$ cat src/rtl/rob_pkg.sv
`default_nettype none
// ============================================================================
// Module  : rob_pkg
// Purpose : Shared defaults and types for the ROB tag manager slice.
//           rob_tag_t  - ROB entry index (no wrap bit)
//           rob_ptr_t  - head/tail pointer including the wrap bit
//           ckpt_id_t  - branch checkpoint slot index
// Revision: 1.0 - initial release
// ============================================================================
package rob_pkg;

    localparam int ROB_WIDTH_DEF = 4;
    localparam int ALLOC_W_DEF   = 2;
    localparam int RET_W_DEF     = 2;
    localparam int NUM_CKPT_DEF  = 4;

    typedef logic [ROB_WIDTH_DEF-1:0]        rob_tag_t;
    typedef logic [ROB_WIDTH_DEF:0]          rob_ptr_t;
    typedef logic [$clog2(NUM_CKPT_DEF)-1:0] ckpt_id_t;

endpackage
`default_nettype wire

$ cat src/rtl/rob_ckpt_pool.sv
`default_nettype none
// ============================================================================
// Module  : rob_ckpt_pool
// Purpose : Branch checkpoint pool. Holds one tail snapshot per slot, a valid
//           bit per slot and a circular allocation pointer. Handles resolve
//           (free one slot), mispredict (squash a wrap-aware range of slots
//           and rewind the pointer) and flush (free everything).
// Ports   : clk, reset          - clock, synchronous active-high reset
//           alloc_en_i/_snap_i  - claim slot at alloc pointer with snapshot
//           resolve_valid_i/_id_i - free a slot
//           mispredict_i/recovery_id_i - rewind to a slot
//           flush_i             - free all slots, pointer to 0
//           alloc_id_o          - current alloc pointer
//           slot_free_o         - slot at alloc pointer is not in use
//           recovery_snap_o     - snapshot stored at recovery_id_i
// Revision: 1.0 - initial release
// ============================================================================
module rob_ckpt_pool
    import rob_pkg::*;
#(
    parameter  int NUM_CKPT = NUM_CKPT_DEF,
    parameter  int PTR_W    = ROB_WIDTH_DEF + 1,
    localparam int CKPT_W   = $clog2(NUM_CKPT)
) (
    input  logic              clk,
    input  logic              reset,
    input  logic              alloc_en_i,
    input  logic [PTR_W-1:0]  alloc_snap_i,
    input  logic              resolve_valid_i,
    input  logic [CKPT_W-1:0] resolve_id_i,
    input  logic              mispredict_i,
    input  logic [CKPT_W-1:0] recovery_id_i,
    input  logic              flush_i,
    output logic [CKPT_W-1:0] alloc_id_o,
    output logic              slot_free_o,
    output logic [PTR_W-1:0]  recovery_snap_o
);

    logic [NUM_CKPT-1:0] valid_q, valid_d;
    logic [NUM_CKPT-1:0] squash;
    logic [CKPT_W-1:0]   ptr_q, ptr_d;
    logic [CKPT_W-1:0]   span;
    logic [PTR_W-1:0]    snap_q [NUM_CKPT];

    assign alloc_id_o      = ptr_q;
    assign slot_free_o     = ~valid_q[ptr_q];
    assign recovery_snap_o = snap_q[recovery_id_i];

    // Slots from recovery_id_i up to ptr_q-1 (circular) are younger than or
    // equal to the mispredicted branch. span == 0 means the pointer has gone
    // all the way round since the recovery slot was taken, i.e. every slot
    // belongs to the squashed range.
    assign span = ptr_q - recovery_id_i;

    always_comb begin
        squash = '0;
        for (int k = 0; k < NUM_CKPT; k++) begin
            squash[k] = (span == '0) || ((CKPT_W'(k) - recovery_id_i) < span);
        end
    end

    // Resolve is applied first so that a squash or flush in the same cycle
    // overrides it; a freshly allocated slot is always a free one, so the
    // allocate write never collides with a resolve of the same slot.
    always_comb begin
        valid_d = valid_q;
        ptr_d   = ptr_q;
        if (resolve_valid_i) begin
            valid_d[resolve_id_i] = 1'b0;
        end
        if (flush_i) begin
            valid_d = '0;
            ptr_d   = '0;
        end else if (mispredict_i) begin
            valid_d = valid_d & ~squash;
            ptr_d   = recovery_id_i;
        end else if (alloc_en_i) begin
            valid_d[ptr_q] = 1'b1;
            ptr_d          = ptr_q + CKPT_W'(1);
        end
    end

    always_ff @(posedge clk) begin
        if (reset) begin
            valid_q <= '0;
            ptr_q   <= '0;
        end else begin
            valid_q <= valid_d;
            ptr_q   <= ptr_d;
        end
    end

    // Snapshot storage carries no reset; a slot is only read after it has
    // been written by an allocation.
    always_ff @(posedge clk) begin
        if (!reset && alloc_en_i && !flush_i && !mispredict_i) begin
            snap_q[ptr_q] <= alloc_snap_i;
        end
    end

endmodule
`default_nettype wire

$ cat src/rtl/rob_tag_manager.sv
`default_nettype none
// ============================================================================
// Module  : rob_tag_manager
// Purpose : Reorder-buffer tag allocator. Hands out up to ALLOC_W consecutive
//           ROB tags per cycle, retires up to RET_W entries from the head,
//           checkpoints the tail at each branch and restores it on mispredict.
// Ports   : clk, reset                    - clock, sync active-high reset
//           alloc_valid/_mask/_branch     - dispatch group request
//           alloc_ready/_tag/_ckpt_id     - acceptance, tags, branch ckpt slot
//           retire_cnt                    - entries retired this cycle
//           resolve_valid/resolve_ckpt_id - branch resolved, free its slot
//           mispredict/recovery_ckpt_id   - restore tail to a checkpoint
//           flush                         - drop all in-flight entries
//           head_tag, count, full, empty  - occupancy status
// Revision: 1.0 - initial release
// ============================================================================
module rob_tag_manager
    import rob_pkg::*;
#(
    parameter  int ROB_WIDTH = ROB_WIDTH_DEF,
    parameter  int ALLOC_W   = ALLOC_W_DEF,
    parameter  int RET_W     = RET_W_DEF,
    parameter  int NUM_CKPT  = NUM_CKPT_DEF,
    localparam int CKPT_W    = $clog2(NUM_CKPT),
    localparam int RCNT_W    = $clog2(RET_W + 1)
) (
    input  logic                               clk,
    input  logic                               reset,
    input  logic                               alloc_valid,
    input  logic [ALLOC_W-1:0]                 alloc_mask,
    input  logic [ALLOC_W-1:0]                 alloc_branch,
    output logic                               alloc_ready,
    output logic [ALLOC_W-1:0][ROB_WIDTH-1:0]  alloc_tag,
    output logic [CKPT_W-1:0]                  alloc_ckpt_id,
    input  logic [RCNT_W-1:0]                  retire_cnt,
    input  logic                               resolve_valid,
    input  logic [CKPT_W-1:0]                  resolve_ckpt_id,
    input  logic                               mispredict,
    input  logic [CKPT_W-1:0]                  recovery_ckpt_id,
    input  logic                               flush,
    output logic [ROB_WIDTH-1:0]               head_tag,
    output logic [ROB_WIDTH:0]                 count,
    output logic                               full,
    output logic                               empty
);

    localparam int DEPTH = 2 ** ROB_WIDTH;
    localparam int PTR_W = ROB_WIDTH + 1;

    typedef logic [PTR_W-1:0] ptr_t;

    ptr_t head_q, head_d;
    ptr_t tail_q, tail_d;
    ptr_t alloc_cnt;
    ptr_t branch_snap;
    ptr_t recovery_snap;
    logic fire;
    logic ckpt_free;

    assign count    = tail_q - head_q;
    assign full     = (count == ptr_t'(DEPTH));
    assign empty    = (count == '0);
    assign head_tag = head_q[ROB_WIDTH-1:0];

    assign alloc_ready = ((ptr_t'(DEPTH) - count) >= ptr_t'(ALLOC_W))
                         && ckpt_free && !mispredict && !flush;
    assign fire        = alloc_valid && alloc_ready;

    for (genvar i = 0; i < ALLOC_W; i++) begin : g_tag
        ptr_t lane_ptr;
        assign lane_ptr     = tail_q + ptr_t'(i);
        assign alloc_tag[i] = lane_ptr[ROB_WIDTH-1:0];
    end

    always_comb begin
        alloc_cnt = '0;
        for (int i = 0; i < ALLOC_W; i++) begin
            if (alloc_mask[i]) begin
                alloc_cnt = alloc_cnt + ptr_t'(1);
            end
        end
    end

    // Snapshot points just past the branch, so recovery keeps the branch
    // itself and everything older.
    always_comb begin
        branch_snap = tail_q + ptr_t'(1);
        for (int i = 0; i < ALLOC_W; i++) begin
            if (alloc_branch[i]) begin
                branch_snap = tail_q + ptr_t'(i + 1);
            end
        end
    end

    rob_ckpt_pool #(
        .NUM_CKPT (NUM_CKPT),
        .PTR_W    (PTR_W)
    ) u_ckpt_pool (
        .clk             (clk),
        .reset           (reset),
        .alloc_en_i      (fire && (|alloc_branch)),
        .alloc_snap_i    (branch_snap),
        .resolve_valid_i (resolve_valid),
        .resolve_id_i    (resolve_ckpt_id),
        .mispredict_i    (mispredict),
        .recovery_id_i   (recovery_ckpt_id),
        .flush_i         (flush),
        .alloc_id_o      (alloc_ckpt_id),
        .slot_free_o     (ckpt_free),
        .recovery_snap_o (recovery_snap)
    );

    // Retirement proceeds in every cycle, including flush and mispredict.
    always_comb begin
        head_d = head_q + ptr_t'(retire_cnt);
        tail_d = tail_q;
        if (flush) begin
            tail_d = head_d;
        end else if (mispredict) begin
            tail_d = recovery_snap;
        end else if (fire) begin
            tail_d = tail_q + alloc_cnt;
        end
    end

    always_ff @(posedge clk) begin
        if (reset) begin
            head_q <= '0;
            tail_q <= '0;
        end else begin
            head_q <= head_d;
            tail_q <= tail_d;
        end
    end

    a_retire_le_count: assert property (
        @(posedge clk) disable iff (reset) ptr_t'(retire_cnt) <= count
    );

endmodule
`default_nettype wire

$ cat config.mk
export PLATFORM = sky130hd
export DESIGN_NAME = rob_tag_manager
export DESIGN_NICKNAME = d
export VERILOG_FILES = /design/src/rtl/rob_pkg.sv /design/src/rtl/rob_ckpt_pool.sv /design/src/rtl/rob_tag_manager.sv
export SDC_FILE = /design/constraint.sdc
export NUM_CORES = 1
export LEC_CHECK = 0
export ABC_AREA = 1
export CORE_MARGIN = 3
export CORE_UTILIZATION = 54
export CTS_CLUSTER_DIAMETER = 30
export CTS_CLUSTER_SIZE = 14
export DETAILED_ROUTE_END_ITERATION = 10
export MAX_ROUTING_LAYER = met4
export PLACE_DENSITY = 0.8
export SYNTH_ARGS = -nofsm -noshare
export SYNTH_HDL_FRONTEND = slang
export SYNTH_SLANG_ARGS = --single-unit
$ cat constraint.sdc
create_clock -name clk -period 3.9 [get_ports clk]
set_clock_uncertainty 0.2 [all_clocks]
set_input_delay 1.17 -clock clk [delete_from_list [all_inputs] [get_ports clk]]
set_output_delay 1.17 -clock clk [all_outputs]
set_load 0.01 [all_outputs]
==> results.sh, run 1 <==
export IMPL_hpwlAfterDp_mm=4.29
export IMPL_max_clock_freq_ghz=0.262
export IMPL_place_gp_congestion=0.884
export IMPL_coreArea_um2=4170
export IMPL_cp_arrival_ps=2450
export IMPL_multiInputGateArea_um2=1310
export IMPL_synth_area_leader_cell="edfxtp_1"
export IMPL_htreeDepth=2
export IMPL_drt_iter0_markers=85
export IMPL_clkLatencyLatePin_ps=290
export IMPL_synth_top_cell_area_share_pct=24.8
export IMPL_relSlewSlack_pct=69.9
export IMPL_hold_depth=2
export IMPL_placedCellCount=391
export IMPL_async_reset_ff_share_pct=0
export IMPL_antennaDiodeCount=0
export IMPL_clk_pin_slew_ps=70
export IMPL_p_leak_uw=0.00137
export IMPL_finalWorstSetupSlack_ps=81.0
export IMPL_critPathKind="register to output pin"
export IMPL_synth_cells=292
export IMPL_synth_edf_count=20
export IMPL_area_growth_pct=27.9
export IMPL_antenna_found_initial=0
export IMPL_rr_startpoint="tail_q[0]"
export IMPL_rsz0062_at_grt="yes"
export IMPL_die_x_um=73.0
export IMPL_vias_per_cell=5.23
export IMPL_p_per_area_nw_per_um2=390
export IMPL_period_share_pct=97.9
export IMPL_synth_area_leaders="edfxtp_1, dfxtp_1, ha_1"
export IMPL_drcViolationCount=0
export IMPL_postSynthNetCount=336
export IMPL_cap_violations=0
export IMPL_ys_seq_area_share_pct=38.0
export IMPL_final_cell_mix="nand2_1, inv_1, nor2_1"
export IMPL_drt_pass1_iter_count=4
export IMPL_cts_made_buffers=5
export IMPL_start_kind="register"
export IMPL_r2r_end="u_ckpt_pool.snap_q[3][4]"
export IMPL_netlist_area_um2=2420
export IMPL_grt_pass1_vias=2047
export IMPL_cts_sinks=36
export IMPL_cts_tree="yes"
export IMPL_crit_fanout=3
export IMPL_portBuffers=37
export IMPL_grt_max_degree=14
export IMPL_final_common_cell="nand2_1"
export IMPL_finalMaxSlewViolations=0
export IMPL_seqCellArea_um2=922
export IMPL_ys_warn_count=0
export IMPL_p_total_uw=1210
export IMPL_setup_violations=0
export IMPL_placed_area_um2=2950
export IMPL_die_area_um2=5330
export IMPL_avgSynthCellArea_um2=8.30
export IMPL_synth_seq_cells=36
export IMPL_grt_ovfl_total=0
export IMPL_holdCritPathClass="register to register"
export IMPL_status="completed"
export IMPL_final_antenna_net_count=0
export IMPL_cts_hold_buf=0
export IMPL_die_h_um=73.0
export IMPL_grt_pass1_wl_mm=9.02
export IMPL_vias=2098
export IMPL_start_util_pct=58.1
export IMPL_cts_buffer_depth=2
export IMPL_n_fill_cell=293
export IMPL_place_ws_ps=-151
export IMPL_grt_usage_pct=22.6
export IMPL_synthFlopType="edfxtp_1"
export IMPL_nNetsFinal=394
export IMPL_hold_violations=0
export IMPL_drive_above_1_share_pct=16.5
export IMPL_ys_types=32
export IMPL_fin_area_um2=3100
export IMPL_worst_pin_slew_ps=447
export IMPL_ff2ff_setup_slack_ps=700
export IMPL_ir_drop_mv=0.248
export IMPL_cp_end_kind="output pin"
export IMPL_drt_wl_total_mm=5.58
export IMPL_num_rows=23
export IMPL_stdcell_count=401
export IMPL_cts_root_buffer_cell="clkbuf_8"
export IMPL_worstHoldStart="u_ckpt_pool.valid_q[3]"
export IMPL_r2r_cells=14
export IMPL_period_needed_ps=3820
export IMPL_ioPinCount=38
export IMPL_min_to="u_ckpt_pool.valid_q[3]"
export IMPL_wl_per_cell_um=13.9
export IMPL_required_ps=2530
-- cells in the mapped netlist (2+ instances only) --
cell type	n
a21oi_1	15
a21oi_2	3
a22oi_1	2
buf_4	8
dfxtp_1	16
edfxtp_1	20
fa_1	5
ha_1	23
inv_1	42
nand2_1	53
nand2_2	3
nand3_1	16
nand4_1	4
nor2_1	37
nor3_1	3
o211ai_1	2
o21ai_0	10
o21bai_1	2
o22ai_1	5
or2_2	2
xnor2_1	6
xor2_1	5
-- state kept, by name (all words and copies together) (netlist names) --
signal and count:
head_q 5, tail_q 5, u_ckpt_pool.alloc_id_o 2, u_ckpt_pool.snap_q 20
u_ckpt_pool.valid_q 4
-- cell families (layout without fill, tap and decap cells) --
| kind of cell | after synthesis | in the layout | synth area share (%) |
|---|---|---|---|
| buffers and inverters | 54 | 113 | 10.0 |
| AO/OA/AOI/OAI | 42 | 42 | 10.4 |
| XOR/XNOR | 11 | 11 | 3.98 |
| AND/OR/NAND/NOR | 121 | 121 | 21.6 |
| adder cells (fa/ha/maj) | 28 | 28 | 16.0 |
| flip-flops | 36 | 36 | 38.0 |
-- layer usage --
| layer | track usage, % | part of all wire (%) |
|---|---|---|
| met5 | - | 0 |
| met4 | 6.15 | 1.1 |
| met3 | 3.72 | 5.6 |
| met2 | 36.8 | 49 |
| met1 | 29.2 | 45 |
-- how the worst max path moves through the flow --
stage,start,to,slack (ps),depth (start not counted)
6_report,tail_q[0],alloc_ready,80,14
5_1_grt,tail_q[0],alloc_ready,-60,13
4_1_cts,tail_q[0],alloc_ready,-100,13
3_5_place_dp,tail_q[0],alloc_ready,-150,13
3_3_place_gp,tail_q[0],alloc_ready,-70,13
2_1_floorplan,tail_q[0],alloc_ready,210,12
-- cell type report --
class                   instances  share of cell area, %
multi-input cells             202                   42.3
flip-flops and latches         36                   29.8
repair buffers                 62                   17.8
inverters                      43                   5.33
clock buffers                   5                   2.22
well taps                      50                   2.02
clock inverters                 3                  0.606
-- what timing repair did --
action / in CTS / in global routing
resized for setup: 5 / 17
pin swaps: 1 / 10
buffers inserted: 0 / 2
endpoints found under the setup margin: 3 / 1
-- per-stage QoR --
step           util, %  setup TNS (ps)  hold WS [ps]
2_1_floorplan        -               0           271
3_3_place_gp      70.6           -70.3           285
3_5_place_dp      70.6            -151           294
4_1_cts           72.8            -102           302
5_1_grt           74.2           -55.7           326
6_report          74.2               0           298
-- where the power goes --
part           switching (uW)  internal, uW  leakage [uW]
clock network             138           124     0.0000479
registers                11.9           420      0.000313
logic                     264           249       0.00101
-- worst max-delay path, cell delays in order, from the launching register on --
cell	delay, ps
dfxtp_2	340
inv_2	50
ha_4	160
fa_2	600
buf_4	110
buf_4	100
inv_1	50
ha_2	180
nor2_2	80
nand2_1	70
a21oi_2	120
nand3_2	80
nand2_1	60
inv_1	30
buf_2	130
Power figures use the tool's default switching activity.
==> inputs of run 2 (changes only) <==
--- a/config.mk
+++ b/config.mk
@@ -5,7 +5,7 @@
 export SDC_FILE = /design/constraint.sdc
 export NUM_CORES = 1
 export LEC_CHECK = 0
-export ABC_AREA = 1
+export CAP_MARGIN = 20
 export CORE_MARGIN = 3
 export CORE_UTILIZATION = 54
 export CTS_CLUSTER_DIAMETER = 30
==> results.sh, run 2 <==
export IMPL_max_clock_freq_ghz=0.257
export IMPL_synth_commonest_cells="ha_1, inv_1, edfxtp_1"
export IMPL_async_reset_ff_share_pct=0
export IMPL_synth_area_leaders="edfxtp_1, dfxtp_1, ha_1"
export IMPL_antennaDiodeCount=0
export IMPL_cts_tree="yes"
export IMPL_slowest_delay_ps=550
export IMPL_wl_met2_mm=2.67
export IMPL_drive_above_1_share_pct=24.0
export IMPL_cts_root_buffer_cell="clkbuf_8"
export IMPL_critPathKind="register to output pin"
export IMPL_die_x_um=72.5
export IMPL_synth_edf_count=20
export IMPL_slowest_stage="fa_2"
export IMPL_sw_frac_of_total_pct=33.3
export IMPL_postSynthNetCount=263
export IMPL_n_fill_cell=302
export IMPL_coreArea_um2=4140
export IMPL_drt_wl_total_mm=5.31
export IMPL_grt_max_degree=15
export IMPL_combPwrFrac_pct=48.3
export IMPL_drt_pass1_iter_count=4
export IMPL_placed_area_um2=2960
export IMPL_period_share_pct=99.9
export IMPL_hpwlAfterDp_mm=4.06
export IMPL_portBuffers=37
export IMPL_final_common_cell="clkdlybuf4s50_1"
export IMPL_largest_reg_flops=20
export IMPL_p_clk_share_pct=19.6
export IMPL_internal_power_uw=912
export IMPL_grt_ovfl_total=0
export IMPL_antenna_found_initial=0
export IMPL_cts_sinks=36
export IMPL_htreeDepth=2
export IMPL_cts_made_buffers=5
export IMPL_ioPinCount=38
export IMPL_required_ps=2530
export IMPL_synth_cells=219
export IMPL_synthFlopType="edfxtp_1"
export IMPL_hold_violations=0
export IMPL_setup_violations=0
export IMPL_final_antenna_net_count=0
export IMPL_fin_hold_ws_ps=283
export IMPL_synth_top_cell_area_share_pct=25.2
export IMPL_holdCritPathClass="register to register"
export IMPL_area_growth_pct=31.3
export IMPL_avgSynthCellArea_um2=10.9
export IMPL_clkLatencyLatePin_ps=290
export IMPL_p_sw_uw=455
export IMPL_grt_pass1_vias=1838
export IMPL_drcViolationCount=0
export IMPL_ys_seq_area_share_pct=38.6
export IMPL_ys_warn_count=0
export IMPL_met1_length_mm=2.35
export IMPL_path_cells="inv_2 > ha_4 > fa_2 > ha_4 > nor3b_4 > ha_1 > nor3b_4 > a311oi_2 > buf_2"
export IMPL_final_cell_mix="clkdlybuf4s50_1, buf_4, inv_1"
export IMPL_regMostFlops="u_ckpt_pool.snap_q"
export IMPL_reg_top3="u_ckpt_pool.snap_q: 20 flops, head_q: 5 flops, tail_q: 5 flops"
export IMPL_p_leak_uw=0.00128
export IMPL_cp_end_kind="output pin"
export IMPL_drt_iter0_markers=53
export IMPL_start_util_pct=57.6
export IMPL_place_ws_ps=-397
export IMPL_vias=1818
export IMPL_ir_drop_mv=0.301
export IMPL_finalWorstSetupSlack_ps=2.79
export IMPL_ys_types=40
export IMPL_vias_per_cell=5.53
export IMPL_grt_pass1_wl_mm=8.71
export IMPL_nNetsFinal=322
export IMPL_yosysMostFrequentCell="ha_1"
export IMPL_relSlewSlack_pct=63.1
export IMPL_rsz0062_at_grt="yes"
export IMPL_path_delay_family="adder cells"
export IMPL_maxUsedRoutingLayer="met4"
export IMPL_status="completed"
export IMPL_fin_area_um2=3130
export IMPL_path_buf_inv=2
export IMPL_finalMaxSlewViolations=0
export IMPL_grt_usage_pct=22.3
export IMPL_start_kind="register"
export IMPL_die_area_um2=5250
export IMPL_wl_met3_um=221
export IMPL_clk_pin_slew_ps=70
export IMPL_synth_area_leader_cell="edfxtp_1"
export IMPL_pwr_share_seq_pct=32.0
export IMPL_die_h_um=72.5
export IMPL_netlist_area_um2=2390
export IMPL_worst_pin_slew_ps=551
export IMPL_synth_seq_cells=36
export IMPL_p_per_area_nw_per_um2=436
export IMPL_num_rows=23
export IMPL_place_gp_congestion=0.880
export IMPL_crit_fanout=2
export IMPL_cts_hold_buf=0
export IMPL_period_needed_ps=3900
export IMPL_wl_per_cell_um=16.1
export IMPL_cts_buffer_depth=2
export IMPL_cap_violations=0
export IMPL_cp_arrival_ps=2530
-- run 2: cell types whose count changed after synthesis, moves of 4 or more --
cell,delta
a211oi_1,+7
a21oi_1,-5
and2_1,+4
clkbuf_1,+6
inv_1,-20
mux4_2,+6
nand2_1,-47
nand3_1,-12
nand4_1,-4
nor2_1,-23
nor2b_1,+5
o22ai_1,-5
xnor2_1,+4
-- run 2: what timing repair did --
action | in CTS | in global routing
resized for setup | 15 | 7
gates cloned | 0 | 0
setup endpoints to repair | 3 | 1
setup buffers | 1 | 1
pin swaps | 2 | 4
hold endpoints to repair | 0 | 0
-- run 2: path summary, 6_finish.rpt --
path	cells past startpoint	slack (ps)	end	start
setup / recovery	9	3	alloc_ready	tail_q[0]
hold / removal	2	280	u_ckpt_pool.valid_q[1]	u_ckpt_pool.valid_q[1]
setup reg to reg	11	430	u_ckpt_pool.snap_q[0][1]	tail_q[0]
hold reg to reg	2	280	u_ckpt_pool.valid_q[1]	u_ckpt_pool.valid_q[1]
-- run 2: per-stage QoR --
stage          TNS, ps  std cells  total power [uW]  util, %
2_1_floorplan        0        219               763        -
3_3_place_gp      -261        319              1010     71.4
3_5_place_dp      -397        319              1020     71.4
4_1_cts          -63.1        328              1330     74.8
5_1_grt           -109        329              1450     75.6
6_report             0        329              1370     75.6
-- run 2: per-layer routing --
metal  global-route usage [%]  vias up
li1                         -      886
met1                     28.5      870
met2                     36.9       54
met3                     3.74        8
met4                     6.15        0
met5                        -        -
-- run 2: tightest hold or removal path, delay by kind of cell (launching register included) --
kind / cells / cell delay [ps]
AO/OA/AOI/OAI: 1 / 60
flip-flops: 1 / 310
AND/OR/NAND/NOR: 1 / 70
-- run 2: layout make-up --
cell class / count / area, um^2 / area share, %
Timing Repair Buffer: 67 / 588 / 18.8
Clock inverter: 3 / 23.8 / 0.758
Sequential cell: 36 / 925 / 29.5
Tap cell: 50 / 62.6 / 2.00
Inverter: 23 / 86.3 / 2.75
Clock buffer: 5 / 68.8 / 2.20
Multi-Input combinational cell: 145 / 1380 / 44.0
-- run 2: cells by family (layout without fill, tap and decap cells) --
kind of cell | count (synthesis) | count (layout) | share of synthesized area [%]
xor+xnor | 18 | 18 | 7.18
buf+inv | 38 | 98 | 7.23
simple gates | 45 | 45 | 9.96
fa+ha+maj | 28 | 28 | 16.2
mux | 11 | 11 | 7.91
flops | 36 | 36 | 38.6
compound gates | 43 | 43 | 12.9
-- run 2: power by group through the flow --
stage	combinational, uW	sequential, uW	clock (uW)
finish	661	438	268
global route	721	441	290
CTS	626	436	272
detailed placement	580	444	0
global placement	566	443	0
floorplan	316	447	0
==> inputs of run 3 (changes only) <==
--- a/config.mk
+++ b/config.mk
@@ -5,7 +5,7 @@
 export SDC_FILE = /design/constraint.sdc
 export NUM_CORES = 1
 export LEC_CHECK = 0
-export CAP_MARGIN = 20
+export CAP_MARGIN = 5
 export CORE_MARGIN = 3
 export CORE_UTILIZATION = 54
 export CTS_CLUSTER_DIAMETER = 30
==> results of run 3 <==
No change in the layout: final DEF, timing and power equal those of run 2.
